### src/rtl/fetch_rv.sv
`default_nettype none
// ============================================================================
//  Module      : fetch_rv
//  Description : Instruction fetch stage. Issues one instruction-memory read
//                at a time, buffers returned words with their addresses in a
//                small FIFO, and presents the head entry to the ALU stage.
//                A branch redirect flushes the buffer and drops any
//                outstanding response.
//  Revision    : 1.0 - initial release
// ============================================================================
module fetch_rv #(
    parameter logic [31:0] RESET_PC   = 32'h0000_0000,
    parameter int          FIFO_DEPTH = 2
) (
    input  logic        clock,
    input  logic        reset_n,
    output logic        imem_req,
    output logic [31:0] imem_addr,
    input  logic        imem_ready,
    input  logic        imem_rvalid,
    input  logic [31:0] imem_rdata,
    input  logic        branch_taken,
    input  logic [31:0] branch_target,
    input  logic        stall,
    output logic [31:0] instruction,
    output logic        enable,
    output logic [31:0] pc
);

    // Depth is either 2 or 4, so one or two pointer bits suffice.
    localparam int PTR_W = (FIFO_DEPTH > 2) ? 2 : 1;
    localparam int CNT_W = PTR_W + 1;

    typedef enum logic [1:0] {
        S_IDLE  = 2'd0,
        S_FETCH = 2'd1,
        S_WAIT  = 2'd2,
        S_DRAIN = 2'd3
    } state_t;

    state_t             state_q,    state_d;
    logic [31:0]        fetch_pc_q, fetch_pc_d;
    logic [PTR_W-1:0]   wptr_q,     wptr_d;
    logic [PTR_W-1:0]   rptr_q,     rptr_d;
    logic [CNT_W-1:0]   count_q,    count_d;
    logic [31:0]        instr_q [FIFO_DEPTH];
    logic [31:0]        instr_d [FIFO_DEPTH];
    logic [31:0]        pcbuf_q [FIFO_DEPTH];
    logic [31:0]        pcbuf_d [FIFO_DEPTH];

    logic               w_accept;
    logic               w_push;
    logic               w_pop;
    logic [31:0]        w_target;

    function automatic logic [PTR_W-1:0] ptr_inc(input logic [PTR_W-1:0] p);
        return (p == PTR_W'(FIFO_DEPTH - 1)) ? '0 : p + PTR_W'(1);
    endfunction

    // Request, buffer handshakes and head-of-buffer outputs.
    always_comb begin
        w_target    = branch_target & 32'hFFFF_FFFC;
        enable      = (count_q != '0);
        instruction = enable ? instr_q[rptr_q] : 32'h0;
        pc          = enable ? pcbuf_q[rptr_q] : 32'h0;
        imem_addr   = fetch_pc_q;
        // A redirect suppresses the request so the stale address never goes out.
        imem_req    = (state_q == S_FETCH) && (count_q < CNT_W'(FIFO_DEPTH)) && !branch_taken;
        w_accept    = imem_req && imem_ready;
        w_push      = (state_q == S_WAIT) && imem_rvalid && !branch_taken;
        w_pop       = enable && !stall && !branch_taken;
    end

    // Next-state computation for the FSM, fetch address and buffer.
    always_comb begin
        state_d    = state_q;
        fetch_pc_d = fetch_pc_q;
        wptr_d     = wptr_q;
        rptr_d     = rptr_q;
        count_d    = count_q;
        instr_d    = instr_q;
        pcbuf_d    = pcbuf_q;

        if (w_push) begin
            instr_d[wptr_q] = imem_rdata;
            pcbuf_d[wptr_q] = fetch_pc_q;
            wptr_d          = ptr_inc(wptr_q);
            fetch_pc_d      = fetch_pc_q + 32'd4;
        end
        if (w_pop) begin
            rptr_d = ptr_inc(rptr_q);
        end
        unique case ({w_push, w_pop})
            2'b10:   count_d = count_q + CNT_W'(1);
            2'b01:   count_d = count_q - CNT_W'(1);
            default: count_d = count_q;
        endcase

        // Redirect wins over push, pop and stall.
        if (branch_taken) begin
            wptr_d     = '0;
            rptr_d     = '0;
            count_d    = '0;
            fetch_pc_d = w_target;
        end

        unique case (state_q)
            S_IDLE:  state_d = S_FETCH;
            S_FETCH: if (w_accept) state_d = branch_taken ? S_DRAIN : S_WAIT;
            // A redirect coinciding with the response consumes it, so no drain is needed.
            S_WAIT:  if (imem_rvalid) state_d = S_FETCH;
                     else if (branch_taken) state_d = S_DRAIN;
            S_DRAIN: if (imem_rvalid) state_d = S_FETCH;
            default: state_d = S_IDLE;
        endcase
    end

    // State registers; reset abandons any outstanding request.
    always_ff @(posedge clock or negedge reset_n) begin
        if (!reset_n) begin
            state_q    <= S_IDLE;
            fetch_pc_q <= RESET_PC;
            wptr_q     <= '0;
            rptr_q     <= '0;
            count_q    <= '0;
            for (int i = 0; i < FIFO_DEPTH; i++) begin
                instr_q[i] <= 32'h0;
                pcbuf_q[i] <= 32'h0;
            end
        end else begin
            state_q    <= state_d;
            fetch_pc_q <= fetch_pc_d;
            wptr_q     <= wptr_d;
            rptr_q     <= rptr_d;
            count_q    <= count_d;
            instr_q    <= instr_d;
            pcbuf_q    <= pcbuf_d;
        end
    end

endmodule
`default_nettype wire
### config.mk
export PLATFORM = sky130hd
export DESIGN_NAME = fetch_rv
export DESIGN_NICKNAME = d
export VERILOG_FILES = /design/src/rtl/fetch_rv.sv
export SDC_FILE = /design/constraint.sdc
export NUM_CORES = 1
export LEC_CHECK = 0
export BUFFER_PORTS_ARGS = -buffer_cell sky130_fd_sc_hd__clkbuf_2
export CAP_MARGIN = 20
export CELL_PAD_IN_SITES_DETAIL_PLACEMENT = 1
export CELL_PAD_IN_SITES_GLOBAL_PLACEMENT = 1
export CORE_UTILIZATION = 40
export DETAILED_ROUTE_END_ITERATION = 10
export GPL_ROUTABILITY_DRIVEN = 0
export PLACE_DENSITY_LB_ADDON = 0.1
export SLEW_MARGIN = 0
export SYNTH_ARGS = -nofsm -noshare
export SYNTH_HDL_FRONTEND = slang
export SYNTH_SLANG_ARGS = --single-unit
export TNS_END_PERCENT = 5
### constraint.sdc
create_clock -name clock -period 3.1 [get_ports clock]
set_clock_uncertainty 0.1 [all_clocks]
set_input_delay 0.155 -clock clock [delete_from_list [all_inputs] [get_ports clock]]
set_output_delay 0.155 -clock clock [all_outputs]
set_load 0.005 [all_outputs]
==> impl_metrics.tcl, run 1 <==
set metrics [dict create \
    reg2regPathDepth 6 \
    netlist_area_um2 7580 \
    cp-start-kind "register" \
    post_cts_resized 0 \
    antenna_left 0 \
    clock-sinks 160 \
    required_ns 3.34 \
    ios 168 \
    grtUsageTotal 0.217 \
    crit_chain "inv_1, ha_1, nand3_1, or4_1, or4_1, a31oi_1" \
    drt_first_iter_violations 154 \
    grt_pass1_wl_um 33700 \
    path_max_fanout 17 \
    synth_area_leaders "dfrtp_1, mux2_2, mux2i_1" \
    drv_cap 0 \
    via_per_inst 5.26 \
    netlist.area_leader.share 0.528 \
    hp-class "in2reg" \
    hold_depth 3 \
    min_period_ns 2.86 \
    synth_compound_area_frac 0.0464 \
    dr.pass1.iters 4 \
    cellLeakagePower_uw 0.00452 \
    die-area_um2 19500 \
    synthTopCellsByCount "dfrtp_1, mux2_2, nor2_1" \
    ys_ff_latch 160 \
    num_vias 5849 \
    syn_to_final_growth_pct 30.7 \
    yosysMostFrequentCell "dfrtp_1" \
    criticalPathCategory "reg2reg" \
    crit_buf_inv 1 \
    drv_slew 0 \
    diodes 0 \
    end_kind "register" \
    cp_top_family "simple AND/OR/NAND/NOR gates" \
    ctsRootBufferMaster "clkbuf_16" \
    rsz0062_at_grt "false" \
    grt_max_degree 70 \
    pre_cts_ws_ns 0.261 \
    ys_async_sr_fraction 1.00 \
    powerDensity_nw_per_um2 662 \
    synth.area.mux_share 0.264 \
    cts_buffers 17 \
    die_w_um 140 \
    finalWirelength_um 20100 \
    synthFlopType "dfrtp_1" \
    yosys.area_share.adder 0.00660 \
    yosys.area_share.simple 0.109 \
    start_util 0.415 \
    hpwl_um 13100 \
    synth_enable_flop_cells 0 \
    finalHoldViolations 0 \
    slew_headroom 0.476 \
    yosys_warnings 0 \
    htree_levels 4 \
    crit_cells 6 \
    status "finished clean" \
    max_freq_ghz 0.350 \
    synth-xor-area-share 0.0162 \
    worst_slack_ns 0.243 \
    path_clk_slew_ns 0.07 \
    ys_types 36 \
    synth_top_family_by_area "multiplexers" \
    final.setup.tns_ns 0 \
    ir_worst_vdd_mv 0.391 \
    row_count 49 \
    slowest_delay_ns 0.86 \
    setup_violations 0 \
    wire_per_inst_um 18.1 \
    synth_area_per_cell_um2 11.7 \
    grt_pass1_vias 6508 \
    slowest_stage "or4_1" \
    fin_nets 943 \
    post-route-drc-count 0 \
    fin_crit_sh 0.922 \
    cts_tree "yes" \
    io_buffers 161 \
    synth_cells 650 \
    clk_latency_ns 0.42 \
    die_h_um 140 \
    grt_antenna_before_repair 0 \
    gr-total-overflow 0 \
    synth_area_leader_cell "dfrtp_1" \
    crit_top_cell "or4_1" \
    worstMarginPinSlew_ns 0.786 \
    clockBufferDepth 2 \
    yosysSeqAreaShare 0.528 \
    core-area_um2 18300 \
    cp.arrival_ns 3.10 \
    drive_above_1_share 0.381 \
]
==> cells by family (layout without fill, tap and decap cells) <==
group	Yosys count	count (layout)
flops	160	160
fa+ha+maj	4	4
simple gates	173	173
buf+inv	53	282
xor+xnor	14	14
other cells	1	4
compound gates	60	60
mux	185	185
==> path summary, 6_finish.rpt <==
kind	from	end	slack (ns)
max in group asynchronous	reset_n	instr_q[11]$_DFFE_PN0P_	1.89
min in group asynchronous	reset_n	instr_q[1]$_DFFE_PN0P_	0.20
worst max register to register	state_q[0]$_DFFE_PN0P_	imem_addr[20]$_DFFE_PN0P_	0.24
worst min register to register	pcbuf_q[8]$_DFFE_PN0P_	pcbuf_q[8]$_DFFE_PN0P_	0.39
worst max-delay path	state_q[0]$_DFFE_PN0P_	imem_addr[20]$_DFFE_PN0P_	0.24
worst min-delay path	imem_rvalid	state_q[0]$_DFFE_PN0P_	0.15
==> registers in the layout, summed over array words and instances, names as in the netlist <==
register,cells
instr_q,64
imem_addr,30
wptr_q,1
count_q,2
rptr_q,1
pcbuf_q,60
state_q,2
==> metal layers <==
metal / vias to the layer above / GRT usage / routed length, um
li1: 2741 / - / -
met3: 25 / 0.0334 / 708
met4: 0 / 0.0665 / 258
met5: - / 0 / 0
met2: 123 / 0.380 / 10300
met1: 2960 / 0.276 / 8820
==> stage by stage <==
stage,hold WS (ns),power [uW],utilization,cells,cell area [um2]
6_report,0.151,6560,0.542,1111,9910
5_1_grt,0.165,6960,0.542,1111,9910
4_1_cts,0.136,6630,0.542,1111,9910
3_5_place_dp,0.106,4480,0.475,1013,8670
3_3_place_gp,0.0941,4330,0.475,1013,8670
2_1_floorplan,-0.241,3970,-,653,7590
==> worst register-to-register path: stages (launching register included) <==
cell     delay [ns]
dfrtp_1        0.40
inv_1          0.09
ha_1           0.29
nand3_1        0.24
or4_1          0.86
or4_1          0.61
a31oi_1        0.18
==> power breakdown <==
| part | switching (uW) | internal, uW |
|---|---|---|
| Sequential | 364 | 2670 |
| Clock | 936 | 1130 |
| Combinational | 624 | 836 |
| Total | 1920 | 4640 |
==> layout make-up <==
| class | count | area, um2 |
|---|---|---|
| Clock buffer | 17 | 425 |
| Sequential cell | 160 | 4010 |
| Clock inverter | 15 | 150 |
| Inverter | 9 | 33.8 |
| Multi-Input combinational cell | 440 | 3390 |
| Timing Repair Buffer | 241 | 1620 |
| Tap cell | 229 | 287 |
| Fill cell | 1950 | 8360 |
==> cell usage in the layout (no fill, tap or decap), drive strengths merged, types with 5 or more instances in the layout <==
cell | synthesis | final
inv | 8 | 16
o31ai | 7 | 7
nand4 | 13 | 13
buf | 16 | 15
mux2 | 121 | 121
clkbuf | 28 | 177
nor2 | 84 | 84
nand2 | 30 | 30
mux2i | 64 | 64
nand3 | 10 | 10
o21ai | 28 | 28
xnor2 | 10 | 10
a21oi | 5 | 5
dlygate4sd3 | 0 | 66
dfrtp | 160 | 160
or4 | 10 | 10
or3 | 10 | 10
a31oi | 16 | 16
==> repair_timing <==
item	4_1_cts	5_1_grt
hold buffers	66	0
buffers inserted	0	0
hold endpoints to repair	162	0
Note: power is estimated with default switching activity, not from simulation.
==> run 2: changes to the inputs <==
--- a/config.mk
+++ b/config.mk
@@ -12,6 +12,7 @@
 export CORE_UTILIZATION = 40
 export DETAILED_ROUTE_END_ITERATION = 10
 export GPL_ROUTABILITY_DRIVEN = 0
+export GPL_TIMING_DRIVEN = 0
 export PLACE_DENSITY_LB_ADDON = 0.1
 export SLEW_MARGIN = 0
 export SYNTH_ARGS = -nofsm -noshare
==> run 2 against run 1 <==
Cell count rose by 2.4%. Power rose by 1.5%. Final area is 0.61% higher. Hold slack worse by 0.12 ns. Global-route usage is 1.3 points higher. Clock power up 4%. Sequential power hardly changed. Utilization is 0.33 points higher. Die area unchanged.
==> impl_metrics.tcl, run 2 (synthesis gave the netlist of run 1 again) <==
set metrics [dict create \
    p_switching_uw 1870 \
    finalWirelength_um 21200 \
    drive_above_1_share 0.361 \
    powerDensity_nw_per_um2 668 \
    grtUsageTotal 0.230 \
    antenna_left 0 \
    cp-start-kind "register" \
    hp-class "in2reg" \
    clock-sinks 160 \
    grt_pass1_vias 6643 \
    ios 168 \
    gr-total-overflow 0 \
    hpwl_um 14500 \
    grt_antenna_before_repair 0 \
    die_h_um 140 \
    gr-usage-met3 0.0465 \
    ctsRootBufferMaster "clkbuf_16" \
    path_max_fanout 10 \
    cp_top_family "simple AND/OR/NAND/NOR gates" \
    core-area_um2 18300 \
    fin_crit_sh 0.899 \
    slowest_stage "clkbuf_1" \
    grt_util_met1 0.276 \
    rsz0062_at_grt "false" \
    end_kind "register" \
    crit_cells 6 \
    drt_first_iter_violations 204 \
    clk_latency_ns 0.42 \
    min_period_ns 2.79 \
    num_vias 5994 \
    slew_headroom 0.409 \
    post-route-drc-count 0 \
    final_util 0.546 \
    htree_levels 4 \
    via_per_inst 5.27 \
    r2r-start "state_q[0]$_DFFE_PN0P_" \
    crit_buf_inv 2 \
    dpl_cell_area_um2 8720 \
    clockBufferDepth 2 \
    cp.arrival_ns 2.99 \
    p_seq_frac 0.456 \
    hp-start "stall" \
    drv_cap 0 \
    regMostFlops "instr_q" \
    fillers 1974 \
    cp-startpoint "state_q[0]$_DFFE_PN0P_" \
    slowest_delay_ns 0.59 \
    start_util 0.415 \
    io_buffers 160 \
    use_met2 0.408 \
    grt_max_degree 111 \
    reg2regPathDepth 6 \
    die-area_um2 19500 \
    path_clk_slew_ns 0.06 \
    worstMarginPinSlew_ns 0.886 \
    final_cell_mix "clkbuf_2, dfrtp_1, mux2_2" \
    p_comb_frac 0.219 \
    power_frac_clock 0.325 \
    row_count 49 \
    cts_buffers 17 \
    largest_register_ffs 64 \
    drv_slew 0 \
    wire_per_inst_um 18.6 \
    cts_tree "yes" \
    status "finished clean" \
    grt_busiest_layer "met2" \
    hold_depth 3 \
    crit_chain "inv_1, ha_1, nand2_1, nor3_4, clkbuf_1, mux2_2" \
    finalHoldViolations 0 \
    die_w_um 140 \
    dr.pass1.iters 4 \
    ir_worst_vdd_mv 0.410 \
    p_int_uw 4790 \
    diodes 0 \
    grt_pass1_wl_um 34700 \
    design_area_um2 9970 \
    syn_to_final_growth_pct 31.5 \
    cellLeakagePower_uw 0.00453 \
    criticalPathCategory "reg2reg" \
    setup_violations 0 \
    required_ns 3.30 \
    max_freq_ghz 0.359 \
    switching_share 0.280 \
    final_common_cell "clkbuf_2" \
    fin_nets 970 \
]
[run 2: cell count changes in the layout (fill, tap and decap cells not counted), sizes merged]
cell / delta
buf: +2
bufinv: +2
clkinvlp: -1
clkbuf: +31
clkinv: +2
inv: -6
dlygate4sd3: -3
[run 2: worst paths after layout]
check                                                to  slack (ns)
min in group asynchronous        instr_q[1]$_DFFE_PN0P_        0.14
worst max register to register  pcbuf_q[44]$_DFFE_PN0P_        0.31
worst min register to register  pcbuf_q[21]$_DFFE_PN0P_        0.39
max in group asynchronous        pcbuf_q[8]$_DFFE_PN0P_        1.86
worst min-delay path             count_q[1]$_DFFE_PN0P_        0.04
worst max-delay path            pcbuf_q[44]$_DFFE_PN0P_        0.31
[run 2: power groups by stage]
stage	registers, uW	logic, uW	clock network (uW)
after floorplan	2950	1020	0
after global placement	3010	1320	0
after detailed placement	3080	1410	0
after CTS	3040	1480	2210
after global routing	3120	1630	2290
final	3040	1460	2160
[run 2: area by class of cell]
cell class,count,area [um2],share of cell area
tap,229,287,0.0287
buffer,44,195,0.0196
clock inverter,12,159,0.0159
timing repair buffer,224,1470,0.147
multi-input combinational,440,3380,0.339
sequential,160,4000,0.402
clock buffer,20,447,0.0448
inverter,9,33.8,0.00339
[run 2: layer usage]
metal	up-vias	routed length, um
met5	-	0
met4	0	410
met3	27	747
met2	126	10900
met1	3041	9160
li1	2800	-
[run 2: worst register-to-register path, cell delays in order, from the launching register on]
cell      delay, ns
dfrtp_1        0.41
inv_1          0.09
ha_1           0.28
nand2_1        0.25
nor3_4         0.53
clkbuf_1       0.59
mux2_2         0.42
[run 2: metrics by stage]
stage	instances	TNS [ns]	hold WS, ns	setup slack [ns]	total power [uW]
finish	1138	0	0.0356	0.315	6660
CTS	1138	0	0.00229	0.00310	6730
global route	1138	0	0.0545	0.157	7050
floorplan	653	0	-0.241	0.714	3970
detailed placement	1043	-1.31	0.0357	-0.140	4480
global placement	1042	-174.97	0.277	-0.989	4330
[run 2: timing repair]
item | in CTS | in global routing
hold endpoints to repair | 144 | 0
hold buffers | 63 | 0
setup endpoints to repair | 20 | 66
resized for setup | 2 | 5
pin swaps | 0 | 0
setup buffers | 0 | 0
==> run 3: changes to the inputs <==
--- a/config.mk
+++ b/config.mk
@@ -14,6 +14,7 @@
 export GPL_ROUTABILITY_DRIVEN = 0
 export GPL_TIMING_DRIVEN = 0
 export PLACE_DENSITY_LB_ADDON = 0.1
+export RECOVER_POWER = 100
 export SLEW_MARGIN = 0
 export SYNTH_ARGS = -nofsm -noshare
 export SYNTH_HDL_FRONTEND = slang
==> constraint.sdc (replaced) <==
create_clock -name clock -period 3 [get_ports clock]
set_clock_uncertainty 0.1 [all_clocks]
set_input_delay 0.15 -clock clock [delete_from_list [all_inputs] [get_ports clock]]
set_output_delay 0.15 -clock clock [all_outputs]
set_load 0.005 [all_outputs]
==> run 3 against run 2 <==
Wire length is 0.12% higher. Via count unchanged. Power increased by 3.2%.
==> impl_metrics.tcl, run 3 (synthesis gave the netlist of run 1 again) <==
set metrics [dict create \
    status "finished clean" \
    finalHoldViolations 0 \
    die_w_um 140 \
    grt_antenna_before_repair 0 \
    post-route-drc-count 0 \
    grt_pass1_vias 6650 \
    fin_nets 971 \
    regMostFlops "instr_q" \
    antenna_left 0 \
    die-area_um2 19500 \
    required_ns 3.20 \
    setup_violations 0 \
    drv_cap 0 \
    largest_register_ffs 64 \
    clk_latency_ns 0.42 \
    criticalPathCategory "reg2reg" \
    cts_tree "yes" \
    finalWirelength_um 21200 \
    fillers 1982 \
    dr.pass1.iters 4 \
    fin_crit_sh 0.925 \
    cp-start-kind "register" \
    start_util 0.415 \
    num_vias 5994 \
    wire_per_inst_um 18.6 \
    clock-sinks 160 \
    row_count 49 \
    hp-class "in2reg" \
    final_util 0.542 \
    dpl_cell_area_um2 8720 \
    slowest_delay_ns 0.59 \
    grt_pass1_wl_um 34700 \
    cts_buffers 17 \
    grt_max_degree 111 \
    hpwl_um 14500 \
    postCtsSetupBuffers 0 \
    crit_chain "inv_1, ha_1, nand2_1, nor3_4, clkbuf_1, mux2_2" \
    ctsRootBufferMaster "clkbuf_16" \
    ir_worst_vdd_mv 0.423 \
    cellLeakagePower_uw 0.00440 \
    syn_to_final_growth_pct 30.6 \
    crit_buf_inv 2 \
    design_area_um2 9910 \
    final_cells 1139 \
    diodes 0 \
    slowest_stage "clkbuf_1" \
    path_clk_slew_ns 0.06 \
    core-area_um2 18300 \
    max_freq_ghz 0.360 \
    slew_headroom 0.161 \
    io_buffers 160 \
    htree_levels 4 \
    cp.arrival_ns 2.98 \
    min_period_ns 2.78 \
    gr-total-overflow 0 \
    grtUsageTotal 0.230 \
    path_max_fanout 10 \
    ios 168 \
    via_per_inst 5.26 \
    final_common_cell "dfrtp_1" \
    end_kind "register" \
    powerDensity_nw_per_um2 693 \
    worstMarginPinSlew_ns 1.26 \
    final-seq-area_um2 4000 \
    rsz0062_at_grt "false" \
    multi_input_area_um2 3380 \
    final_cell_mix "dfrtp_1, clkbuf_2, mux2_2" \
    drive_above_1_share 0.318 \
    die_h_um 140 \
    drv_slew 0 \
    clockBufferDepth 2 \
    cp_top_family "simple AND/OR/NAND/NOR gates" \
    drt_first_iter_violations 169 \
    fin_hold_ws_ns 0.130 \
    dp.cells 1043 \
]
-- run 3: report_power, final --
group	switching [uW]	leakage (uW)	total, uW	internal [uW]
clock network	897	0.000291	2230	1340
registers	380	0.00206	3140	2760
logic	651	0.00205	1500	846
total	1930	0.00440	6870	4940
-- run 3: final timing paths --
check                      slack, ns               startpoint  cells past startpoint                       to
max                             0.22   state_q[0]$_DFFE_PN0P_                      6  pcbuf_q[44]$_DFFE_PN0P_
min                             0.13              imem_rvalid                      3   state_q[0]$_DFFE_PN0P_
max reg2reg                     0.22   state_q[0]$_DFFE_PN0P_                      6  pcbuf_q[44]$_DFFE_PN0P_
min reg2reg                     0.39  pcbuf_q[21]$_DFFE_PN0P_                      2  pcbuf_q[21]$_DFFE_PN0P_
max in group asynchronous       0.74                  reset_n                      3  pcbuf_q[41]$_DFFE_PN0P_
min in group asynchronous       0.42                  reset_n                      2   instr_q[1]$_DFFE_PN0P_
-- run 3: repair_timing --
action	CTS	global route
gates resized for setup	4	2
hold buffers	64	0
setup endpoints to repair	34	2
endpoints found under the hold margin	145	0
-- run 3: stage by stage --
stage / worst slack [ns] / TNS, ns / total power [uW]
floorplan: 0.614 / 0 / 4100
global placement: -1.08 / -197.17 / 4480
detailed placement: -0.240 / -3.41 / 4630
CTS: 0.147 / 0 / 6960
global route: 0.0569 / 0 / 7270
finish: 0.224 / 0 / 6870
-- run 3: cell type report --
| cell class | instances | area share |
|---|---|---|
| Sequential cell | 160 | 0.404 |
| Multi-Input combinational cell | 440 | 0.341 |
| Timing Repair Buffer | 225 | 0.142 |
| Clock buffer | 20 | 0.0451 |
| Tap cell | 229 | 0.0289 |
| Buffer | 44 | 0.0196 |
| Clock inverter | 12 | 0.0160 |
| Inverter | 9 | 0.00341 |
-- run 3: routing by layer --
layer  vias up  part of all wire  track usage
met1      3039              0.44        0.277
met4         0             0.020       0.0798
met3        28             0.035       0.0465
met2       126              0.51        0.408
li1       2801                 -            -
met5         -                 0            0
-- run 3: worst min-delay path: stages --
cell	delay (ns)
clkbuf_2	0.14
o21ai_0	0.17
mux2i_1	0.15
